## src/rtl/md_h2k_unpacker_if.sv

```systemverilog
// Host-to-kernel stream bundle: 512-bit AXIS beats in, 128-bit particle records out.
// master = beat producer / record consumer; slave = the unpacker.
interface md_h2k_unpacker_if #(
    parameter int AXIS_TDATA_WIDTH      = 512,
    parameter int STREAMING_TDEST_WIDTH = 16
);
    logic [AXIS_TDATA_WIDTH-1:0]      S_AXIS_h2k_tdata;
    logic [AXIS_TDATA_WIDTH/8-1:0]    S_AXIS_h2k_tkeep;
    logic                             S_AXIS_h2k_tvalid;
    logic                             S_AXIS_h2k_tlast;
    logic [STREAMING_TDEST_WIDTH-1:0] S_AXIS_h2k_tdest;
    logic                             S_AXIS_h2k_tready;

    logic                             p_valid;
    logic                             p_ready;
    logic [95:0]                      p_pos;
    logic [31:0]                      p_id;
    logic [STREAMING_TDEST_WIDTH-1:0] p_dest;
    logic                             p_last;

    modport master (
        output S_AXIS_h2k_tdata, S_AXIS_h2k_tkeep, S_AXIS_h2k_tvalid,
               S_AXIS_h2k_tlast, S_AXIS_h2k_tdest, p_ready,
        input  S_AXIS_h2k_tready, p_valid, p_pos, p_id, p_dest, p_last
    );

    modport slave (
        input  S_AXIS_h2k_tdata, S_AXIS_h2k_tkeep, S_AXIS_h2k_tvalid,
               S_AXIS_h2k_tlast, S_AXIS_h2k_tdest, p_ready,
        output S_AXIS_h2k_tready, p_valid, p_pos, p_id, p_dest, p_last
    );
endinterface

```

## src/rtl/md_h2k_unpacker.sv

```systemverilog
// Splits each host-to-kernel beat into fully-kept 128-bit particle records, one per cycle,
// skipping empty slots without bubbles and tracking packet ends, record count and keep errors.
module md_h2k_unpacker #(
    parameter int AXIS_TDATA_WIDTH      = 512,
    parameter int SLOT_WIDTH            = 128,
    parameter int STREAMING_TDEST_WIDTH = 16
) (
    input  logic                ap_clk,
    input  logic                ap_rst,
    md_h2k_unpacker_if.slave    h2k,
    input  logic                clear,
    output logic                pkt_done,
    output logic [31:0]         particle_count,
    output logic                keep_err
);
    localparam int NSLOT      = AXIS_TDATA_WIDTH / SLOT_WIDTH;
    localparam int SLOT_BYTES = SLOT_WIDTH / 8;

    typedef enum logic {EMPTY, DRAIN} state_e;

    state_e                           state_q, state_d;
    logic [AXIS_TDATA_WIDTH-1:0]      beat_q, beat_d;
    logic [NSLOT-1:0]                 mask_q, mask_d;
    logic                             last_q, last_d;
    logic [STREAMING_TDEST_WIDTH-1:0] dest_q, dest_d;
    logic                             pkt_done_q, pkt_done_d;
    logic [31:0]                      count_q, count_d;
    logic                             keep_err_q, keep_err_d;

    logic [NSLOT-1:0]      slot_ok, slot_part, sel_oh;
    logic [SLOT_WIDTH-1:0] rec;
    logic                  one_left, p_valid, p_last, take, tready, accept;

    // Slot qualification of the incoming beat.
    always_comb begin
        // NOTE: every always_comb output gets a default first so no path leaves it unassigned (no latch).
        slot_ok   = '0;
        slot_part = '0;
        for (int i = 0; i < NSLOT; i++) begin
            slot_ok[i]   = &h2k.S_AXIS_h2k_tkeep[i*SLOT_BYTES +: SLOT_BYTES];
            slot_part[i] = (|h2k.S_AXIS_h2k_tkeep[i*SLOT_BYTES +: SLOT_BYTES]) && !slot_ok[i];
        end
    end

    // Lowest pending slot drives the record outputs; an empty mask selects nothing (all zero).
    always_comb begin
        sel_oh = mask_q & (~mask_q + NSLOT'(1));
        rec    = '0;
        for (int i = 0; i < NSLOT; i++) begin
            if (sel_oh[i]) rec = rec | beat_q[i*SLOT_WIDTH +: SLOT_WIDTH];
        end
    end

    assign one_left = (mask_q != '0) && ((mask_q & (mask_q - NSLOT'(1))) == '0);
    assign p_valid  = (state_q == DRAIN);
    assign p_last   = last_q && one_left;
    assign take     = p_valid && h2k.p_ready;
    // Refill in the same cycle the final record leaves so back-to-back beats see no idle cycle.
    assign tready   = !ap_rst && ((state_q == EMPTY) || (take && one_left));
    assign accept   = h2k.S_AXIS_h2k_tvalid && tready;

    always_comb begin
        beat_d     = beat_q;
        mask_d     = mask_q;
        last_d     = last_q;
        dest_d     = dest_q;
        keep_err_d = keep_err_q;
        if (take) mask_d = mask_q & ~sel_oh;
        if (accept) begin
            beat_d = h2k.S_AXIS_h2k_tdata;
            mask_d = slot_ok;
            last_d = h2k.S_AXIS_h2k_tlast;
            dest_d = h2k.S_AXIS_h2k_tdest;
            if (slot_part != '0) keep_err_d = 1'b1;
        end
        if (clear) keep_err_d = 1'b0;
        state_d    = (mask_d != '0) ? DRAIN : EMPTY;
        // A tlast beat with no valid slot still closes its packet.
        pkt_done_d = (take && p_last) ||
                     (accept && h2k.S_AXIS_h2k_tlast && (slot_ok == '0));
        count_d    = clear ? '0 : count_q + 32'(take);
    end

    // NOTE: sequential state uses non-blocking assignments so every flop samples pre-edge values.
    always_ff @(posedge ap_clk or posedge ap_rst) begin
        if (ap_rst) begin
            state_q    <= EMPTY;
            mask_q     <= '0;
            last_q     <= 1'b0;
            dest_q     <= '0;
            pkt_done_q <= 1'b0;
            count_q    <= '0;
            keep_err_q <= 1'b0;
        end else begin
            state_q    <= state_d;
            mask_q     <= mask_d;
            last_q     <= last_d;
            dest_q     <= dest_d;
            pkt_done_q <= pkt_done_d;
            count_q    <= count_d;
            keep_err_q <= keep_err_d;
        end
    end

    // NOTE: the beat register is not reset; an empty mask already forces the record outputs to zero.
    always_ff @(posedge ap_clk) begin
        beat_q <= beat_d;
    end

    assign h2k.S_AXIS_h2k_tready = tready;
    assign h2k.p_valid           = p_valid;
    assign h2k.p_pos             = rec[95:0];
    assign h2k.p_id              = rec[127:96];
    assign h2k.p_dest            = p_valid ? dest_q : '0;
    assign h2k.p_last            = p_last;

    assign pkt_done       = pkt_done_q;
    assign particle_count = count_q;
    assign keep_err       = keep_err_q;
endmodule

```

## src/flat_wrapper.sv

```systemverilog
// flat-port wrapper written by rule: the top's interface ports become plain ports
module md_h2k_unpacker_flat 
#(
    parameter int AXIS_TDATA_WIDTH      = 512,
    parameter int SLOT_WIDTH            = 128,
    parameter int STREAMING_TDEST_WIDTH = 16
)
  (ap_clk, ap_rst, clear, pkt_done, particle_count, keep_err, h2k_S_AXIS_h2k_tdata, h2k_S_AXIS_h2k_tkeep, h2k_S_AXIS_h2k_tvalid, h2k_S_AXIS_h2k_tlast, h2k_S_AXIS_h2k_tdest, h2k_p_ready, h2k_S_AXIS_h2k_tready, h2k_p_valid, h2k_p_pos, h2k_p_id, h2k_p_dest, h2k_p_last);
  md_h2k_unpacker_if #(.AXIS_TDATA_WIDTH(AXIS_TDATA_WIDTH), .STREAMING_TDEST_WIDTH(STREAMING_TDEST_WIDTH)) h2k_i ();
  input  logic ap_clk;
  input  logic ap_rst;
  input  logic clear;
  output logic pkt_done;
  output logic [31:0] particle_count;
  output logic keep_err;
  input wire logic [$bits(h2k_i.S_AXIS_h2k_tdata)-1:0] h2k_S_AXIS_h2k_tdata;
  input wire logic [$bits(h2k_i.S_AXIS_h2k_tkeep)-1:0] h2k_S_AXIS_h2k_tkeep;
  input wire logic [$bits(h2k_i.S_AXIS_h2k_tvalid)-1:0] h2k_S_AXIS_h2k_tvalid;
  input wire logic [$bits(h2k_i.S_AXIS_h2k_tlast)-1:0] h2k_S_AXIS_h2k_tlast;
  input wire logic [$bits(h2k_i.S_AXIS_h2k_tdest)-1:0] h2k_S_AXIS_h2k_tdest;
  input wire logic [$bits(h2k_i.p_ready)-1:0] h2k_p_ready;
  output wire logic [$bits(h2k_i.S_AXIS_h2k_tready)-1:0] h2k_S_AXIS_h2k_tready;
  output wire logic [$bits(h2k_i.p_valid)-1:0] h2k_p_valid;
  output wire logic [$bits(h2k_i.p_pos)-1:0] h2k_p_pos;
  output wire logic [$bits(h2k_i.p_id)-1:0] h2k_p_id;
  output wire logic [$bits(h2k_i.p_dest)-1:0] h2k_p_dest;
  output wire logic [$bits(h2k_i.p_last)-1:0] h2k_p_last;
  assign h2k_i.S_AXIS_h2k_tdata = h2k_S_AXIS_h2k_tdata;
  assign h2k_i.S_AXIS_h2k_tkeep = h2k_S_AXIS_h2k_tkeep;
  assign h2k_i.S_AXIS_h2k_tvalid = h2k_S_AXIS_h2k_tvalid;
  assign h2k_i.S_AXIS_h2k_tlast = h2k_S_AXIS_h2k_tlast;
  assign h2k_i.S_AXIS_h2k_tdest = h2k_S_AXIS_h2k_tdest;
  assign h2k_i.p_ready = h2k_p_ready;
  assign h2k_S_AXIS_h2k_tready = h2k_i.S_AXIS_h2k_tready;
  assign h2k_p_valid = h2k_i.p_valid;
  assign h2k_p_pos = h2k_i.p_pos;
  assign h2k_p_id = h2k_i.p_id;
  assign h2k_p_dest = h2k_i.p_dest;
  assign h2k_p_last = h2k_i.p_last;
  md_h2k_unpacker #(.AXIS_TDATA_WIDTH(AXIS_TDATA_WIDTH), .SLOT_WIDTH(SLOT_WIDTH), .STREAMING_TDEST_WIDTH(STREAMING_TDEST_WIDTH)) u_core (.ap_clk(ap_clk), .ap_rst(ap_rst), .h2k(h2k_i), .clear(clear), .pkt_done(pkt_done), .particle_count(particle_count), .keep_err(keep_err));
endmodule
```

## config.mk

```make
export PLATFORM = sky130hd
export DESIGN_NAME = md_h2k_unpacker_flat
export DESIGN_NICKNAME = d
export VERILOG_FILES = /design/src/rtl/md_h2k_unpacker_if.sv /design/src/rtl/md_h2k_unpacker.sv /design/src/flat_wrapper.sv
export SDC_FILE = /design/constraint.sdc
export NUM_CORES = 1
export LEC_CHECK = 0
export CAP_MARGIN = 20
export CORE_AREA = 2 2 304 306
export DETAILED_ROUTE_END_ITERATION = 8
export DIE_AREA = 0 0 306 308
export GPL_TIMING_DRIVEN = 0
export HOLD_SLACK_MARGIN = 0.06
export PLACE_DENSITY_LB_ADDON = 0.12
export REMOVE_ABC_BUFFERS = 1
export SLEW_MARGIN = 20
export SYNTH_ARGS = -nofsm -noshare
export SYNTH_HDL_FRONTEND = slang
export SYNTH_SLANG_ARGS = --single-unit
```

## constraint.sdc

```tcl
create_clock -name ap_clk -period 10.6 [get_ports ap_clk]
set_clock_uncertainty 0.15 [all_clocks]
set_input_delay 2.65 -clock ap_clk [delete_from_list [all_inputs] [get_ports ap_clk]]
set_output_delay 2.65 -clock ap_clk [all_outputs]
set_load 0.01 [all_outputs]
```

==> Yosys cells after proc, flatten, opt, wreduce, memory -nomap -nowiden <==
Index checks and enable logic that the tools add are counted.
{ "totals": {"regBits": 568, "in_bits": 598, "elab_cells": 68} }
{ "op_classes": {"addsub": 3, "mux": 12, "bitwise": 9, "reduce_logical": 36} }
{ "op_table": {"columns": ["operator", "n"], "rows": [
  ["two-way mux 128 bit", 4],
  ["bitwise OR 128 bit", 3],
  ["AND reduction 16 bit", 4],
  ["OR reduction 16 bit", 4],
  ["adder 32 x 1 -> 32 bit", 1],
  ["two-way mux 32 bit", 1],
  ["two-way mux 16 bit", 1],
  ["logical AND 1 bit", 13],
  ["AND 4 bit", 3],
  ["nonzero test 4 bit", 3],
  ["zero test 4 bit", 2],
  ["two-way mux 4 bit", 2],
  ["NOT 4 bit", 2],
  ["zero test 1 bit", 5],
  ["adder 4 x 1 -> 4 bit, second input constant", 1],
  ["two-way mux 1 bit", 4],
  ["nonzero test 2 bit", 2],
  ["subtractor 4 x 1 -> 4 bit, second input constant", 1],
  ["logical OR 1 bit", 2],
  ["AND reduction 2 bit", 1],
  ["NOT 1 bit", 1]
]} }

==> Logic depth before layout (Yosys ltp) <==
{ "depth": {"ltp_word": 11, "mapped_depth": 10, "depth_no_buf": 9} }

==> Worst setup path before layout <==
Ideal clock, no wire load.
{ "synth_path": {"kind": "input to register", "from": "input port ap_rst", "to": "register u_core.state_q, in the netlist u_core.h2k.p_valid", "setup_ps": 303, "arrival_time_ps": 7971, "path_slack_ps": 2176, "path_stages": 5, "path_cell_list": "inv_1 > a41o_1 > buf_4 > buf_4 > mux2i_1"} }
{ "synth_between": {"elab_chain_cells": 6} }
{ "synth_lines": {"columns": ["element", "line_no", "rtl"], "rows": [
  ["start, declared", "flat_wrapper.sv:11", "input logic ap_rst;"],
  ["zero test 1 bit", "md_h2k_unpacker.sv:59", "assign tready = !ap_rst && ((state_q == EMPTY) || (take && one_left));"],
  ["logical AND 1 bit", "md_h2k_unpacker.sv:59", null],
  ["logical AND 1 bit", "md_h2k_unpacker.sv:60", "assign accept = h2k.S_AXIS_h2k_tvalid && tready;"],
  ["two-way mux 4 bit", "md_h2k_unpacker.sv:69", "if (accept) begin"],
  ["nonzero test 4 bit", "md_h2k_unpacker.sv:77", "state_d = (mask_d != '0) ? DRAIN : EMPTY;"],
  ["two-way mux 1 bit", "md_h2k_unpacker.sv:77", null],
  ["via u_core.state_d", "md_h2k_unpacker.sv:21", "state_e state_q, state_d;"],
  ["end signal, assigned", "md_h2k_unpacker.sv:95", "state_q <= state_d;"],
  ["end, declared", "md_h2k_unpacker.sv:21", null]
]} }
The timed path passes the listed nets, and every way through them passes these cells.
A chain may end at the register's enable or synchronous reset.

==> Worst setup path in the final report <==
{ "layout_path": {"from": "register u_core.mask_q[0]", "to": "output port h2k_p_pos[77]"} }
{ "layout_between": {"elab_chain_cells": 10} }
{ "layout_lines": {"columns": ["element", "line_no", "rtl"], "rows": [
  ["start, declared", "md_h2k_unpacker.sv:23", "logic [NSLOT-1:0] mask_q, mask_d;"],
  ["start signal, assigned", "md_h2k_unpacker.sv:96", "mask_q <= mask_d;"],
  ["NOT 4 bit", "md_h2k_unpacker.sv:47", "sel_oh = mask_q & (~mask_q + NSLOT'(1));"],
  ["adder 4 x 1 -> 4 bit", "md_h2k_unpacker.sv:47", null],
  ["AND 4 bit *", "md_h2k_unpacker.sv:47", null],
  ["two-way mux 128 bit", "md_h2k_unpacker.sv:50", "if (sel_oh[i]) rec = rec | beat_q[i*SLOT_WIDTH +: SLOT_WIDTH];"],
  ["bitwise OR 128 bit", "md_h2k_unpacker.sv:50", null],
  ["two-way mux 128 bit", "md_h2k_unpacker.sv:50", null],
  ["bitwise OR 128 bit", "md_h2k_unpacker.sv:50", null],
  ["two-way mux 128 bit", "md_h2k_unpacker.sv:50", null],
  ["bitwise OR 128 bit", "md_h2k_unpacker.sv:50", null],
  ["two-way mux 128 bit *", "md_h2k_unpacker.sv:50", null],
  ["end, declared", "flat_wrapper.sv:24", "output wire logic [$bits(h2k_i.p_pos)-1:0] h2k_p_pos;"]
]} }
Every way passes the cells marked *; elsewhere a longest branch is shown, timed or not.

==> results list <==
* Outcome: complete, no violations
* Root Buffer: clkbuf_16
* Prevailing post-synth register cell: edfxtp_1
- Area inside the core boundary: 0.09097 mm2
- Ratio of cells with drive above 1 in the final layout: 0.07580
- Of the total power, registers draw 0.502.
- Combinational Power Share: 0.058
- The critical path starts at u_core.mask_q[0].
* Reg2Reg Capture Point: u_core.beat_q[368]
- Hold WC Path Type: register to register
- At the worst endpoint, the arrival time is 4.32 ns.
- Critical path class: register to output pin
- Entering global routing, the biggest net connects 64 pins.
- Worst slew margin: 0.2566
* Leakage power summed over all cells: 11.45 nW
- For flop-to-flop paths, the worst setup slack is 5.93 ns.
- Once detail routing completed, the nets flagged for antenna violations numbered 0.
* Internal power: 4.182 mW
* Post-Synthesis Cell Area: 0.02133 mm2
- Across the VDD grid, the largest voltage drop is 0.1208 mV.
* Post-synthesis sequential element count: 568
- TritonCTS built the clock tree.
* Upper clock frequency limit: 140.5 MHz
- In this run, synthesis inferred 512 flip-flops with an integrated enable.
* Post-synth ARST share: 0.09859
- Counting cells, the worst reg-to-reg path comes to 9.
- The via count of the first global-routing pass came to 15.93k.
- At the pin with the least slew margin, the transition time is 1.105 ns.
- The share of total power dissipated in the clock network is 0.440.
* Overflow left after global routing: 0
* Initial DRC count: 851
- The floorplan step set the die height to 308 um.
- The share of the Yosys chip area taken by registers is 0.7866.
- Setup violations remaining at the end of the flow were counted as 0.
* Wirelength, routed: 75.78 mm
* Req. time, crit path: 7.80 ns
* Setup crit start kind: register
- Clock latency on the worst-skew pair, taken at its later pin, is 0.63 ns.
* Nets: 2670
- Of all nets on the critical path, the largest fanout is 54.
- Total number of placement rows: 111
- Setup repair after global routing left no endpoint under its margin.
- Buffers inserted to repair hold after CTS numbered 0.
* Total power divided by cell area: 157.9 mW/mm2
* Placed cell area: 0.03111 mm2
- Initial core utilization: 0.2345
- Detail Placement HPWL: 56.21 mm
- The first global-routing pass estimated 106.8 mm of wire.
- Number of port buffers: 778
- Ranked by total cell area, the synthesized netlist is headed by edfxtp_1, dfrtp_1, a221o_1.
* Syn Inst Count: 1262
* Net Sw Power: 1.087 mW
* Setup repair bufs after CTS: 0
* Setup TNS: 0 ns
- During synthesis, Yosys emitted a total of 0 warnings.
- Post-DR vias/cell: 4.417
* Mean routed wirelength per cell: 22.79 um
- Area Growth Syn to Fin: 56.44%
- Max Transition Viols Final: 0
- Clock transition at the registers of the reported paths: 0.06 ns
- The clock drives 568 sinks.
* Post-synthesis area per instance: 16.90 um2
- Across every metal layer, demand over resource in global routing totals 0.1554.
- Initial antenna violation count: 36
* Number of filler instances in the final layout: 8644
- After routing the design area is 0.03336 mm2.
- After layout, the minimum clock period comes to 7.116 ns.
- The number of gates resized after CTS was 0.
- Num CTS Buffers: 71
* Buffer levels on the longest clock path: 3
- Gpl congestion: 0.8047
- Top Ports: 779
* Worst R2R Start: u_core.mask_q[0]
* Count of unique library cells instantiated by Yosys: 44
- The final count of hold timing violations was 0.
- After detailed routing, the number of remaining DRC violations is 0.
- Die X: 306 um
- Number of vias in the routed layout: 14.69k
- Last element of the critical path: h2k_p_pos[77]
- Dominant cell type by area after synthesis: edfxtp_1
* Share of Yosys cell area claimed by the top area cell type: 0.7209
- Type of destination of the critical path: output pin
- Max-cap violations in this run came to 0.
- Number of H-tree branching levels: 3
* Total die area: 0.09425 mm2
- Dividing the final minimum period by the clock period gives 0.6714.
- Of the total power, the share spent switching nets is 0.2063.
- Number of detailed-route iterations in the first pass: 5
[kinds of logic after synthesis]
family,after synthesis,synth area share
buffers and inverters,89,0.01637
XOR/XNOR,27,0.01109
multiplexers,18,0.009445
flip-flops,568,0.7866
AND/OR/NAND/NOR,275,0.06183
AO/OA/AOI/OAI,282,0.1130
adder cells (fa/ha/maj),3,0.001642
[flip-flops by register name, indices dropped and copies added, names as in the netlist]
register	cells
u_core.beat_q	512
u_core.particle_count	32
u_core.dest_q	16
u_core.mask_q	4
u_core.h2k.p_valid	1
u_core.keep_err	1
u_core.last_q	1
u_core.pkt_done	1
[cell type report]
cell class                 instances  area [um2]  share of cell area
timing repair buffer             819        8587              0.2574
clock buffer                      93        1933             0.05794
antenna                           15       37.54            0.001125
multi-input combinational        605        4237              0.1270
inverter                           5       21.27           0.0006375
tap                             1186        1484             0.04448
sequential                       568       16780              0.5030
clock inverter                    34       281.5            0.008438
[worst min path at each step]
stage | from | to | slack (ns) | cells past startpoint
2_1_floorplan | u_core.last_q | u_core.last_q | 0.32 | 1
3_3_place_gp | u_core.dest_q[1] | u_core.dest_q[1] | 0.33 | 1
3_5_place_dp | u_core.dest_q[13] | u_core.dest_q[13] | 0.34 | 1
4_1_cts | u_core.dest_q[4] | u_core.dest_q[4] | 0.35 | 1
5_1_grt | u_core.dest_q[7] | u_core.dest_q[7] | 0.36 | 1
6_report | u_core.dest_q[4] | u_core.dest_q[4] | 0.35 | 1
[power by group through the flow]
stage | combinational, mW | clock [mW] | sequential (mW)
floorplan | 0.0487 | 0 | 2.73
global placement | 0.292 | 0 | 2.75
detailed placement | 0.308 | 0 | 2.69
CTS | 0.309 | 2.41 | 2.65
global route | 0.325 | 2.48 | 2.66
finish | 0.304 | 2.32 | 2.65
[critical path, cell delays in order (launching register included)]
cell and delay, ns:
dfrtp_4 0.71, buf_16 0.31, nor4b_4 0.68, buf_6 0.25, buf_6 0.16, buf_6 0.17, buf_4 0.22, buf_4 0.24
buf_6 0.16, a221o_1 0.15, clkdlybuf4s50_1 0.59
[cells in the final DEF, fill, tap and decap left out, types with 3 or more instances in the layout]
master           synthesis  routed
clkdlybuf4s50_1          0     777
edfxtp_1               512     512
nor2_1                 158     158
a22oi_1                128     128
a221o_1                128     128
clkbuf_16                0      74
dfrtp_1                 56      54
nand4_1                 23      23
xor2_1                  22      22
nor4_1                  22      21
clkinv_1                 0      19
buf_16                   0      19
clkbuf_1                70      18
and2_1                  17      17
mux2_2                  17      17
nand2_1                 16      16
diode_2                  0      15
nand3_1                 13      13
buf_6                    0       9
clkinv_2                 0       7
a21oi_1                  6       6
and3_1                   6       6
o21ai_0                  5       5
and4_1                   5       5
xnor2_1                  5       5
buf_12                   0       5
inv_1                    5       4
o21ai_1                  4       4
or3_1                    4       4
buf_4                    2       4
bufinv_16                0       3
inv_16                   0       3
buf_8                    0       3
[synthesized netlist by cell type (all sizes together), types with 4 or more instances]
master and count:
nor4 23, o21ai 9, a21oi 6, nand2 16
xor2 22, nor2 158, dfrtp 56, a221o 128
and3 6, edfxtp 512, clkbuf 70, or3 4
xnor2 5, and4 5, nand4 24, buf 14
and2 17, a22oi 128, mux2 17, nand3 14
inv 5
[metal layers]
layer / track usage / vias up / wire length, um
met3: 0.06796 / 149 / 7014
li1: - / 6782 / -
met4: 0.05992 / 42 / 2057
met2: 0.2886 / 565 / 40710
met5: 0 / - / 282
met1: 0.1505 / 7148 / 25720
[through the flow]
stage               cells  hold WS (ns)  power (mW)  worst slack, ns  utilization
global placement     3142        0.3310       3.046           -30.70       0.3327
global route         3321        0.3587       5.468            3.186       0.3667
floorplan            1178        0.3224       2.775           -11.96            -
CTS                  3310        0.3510       5.363            3.237       0.3664
detailed placement   3183        0.3385       3.001            3.814       0.3420
finish               3325        0.3469       5.269            3.484       0.3668
Note: power is estimated with default switching activity, not from simulation.
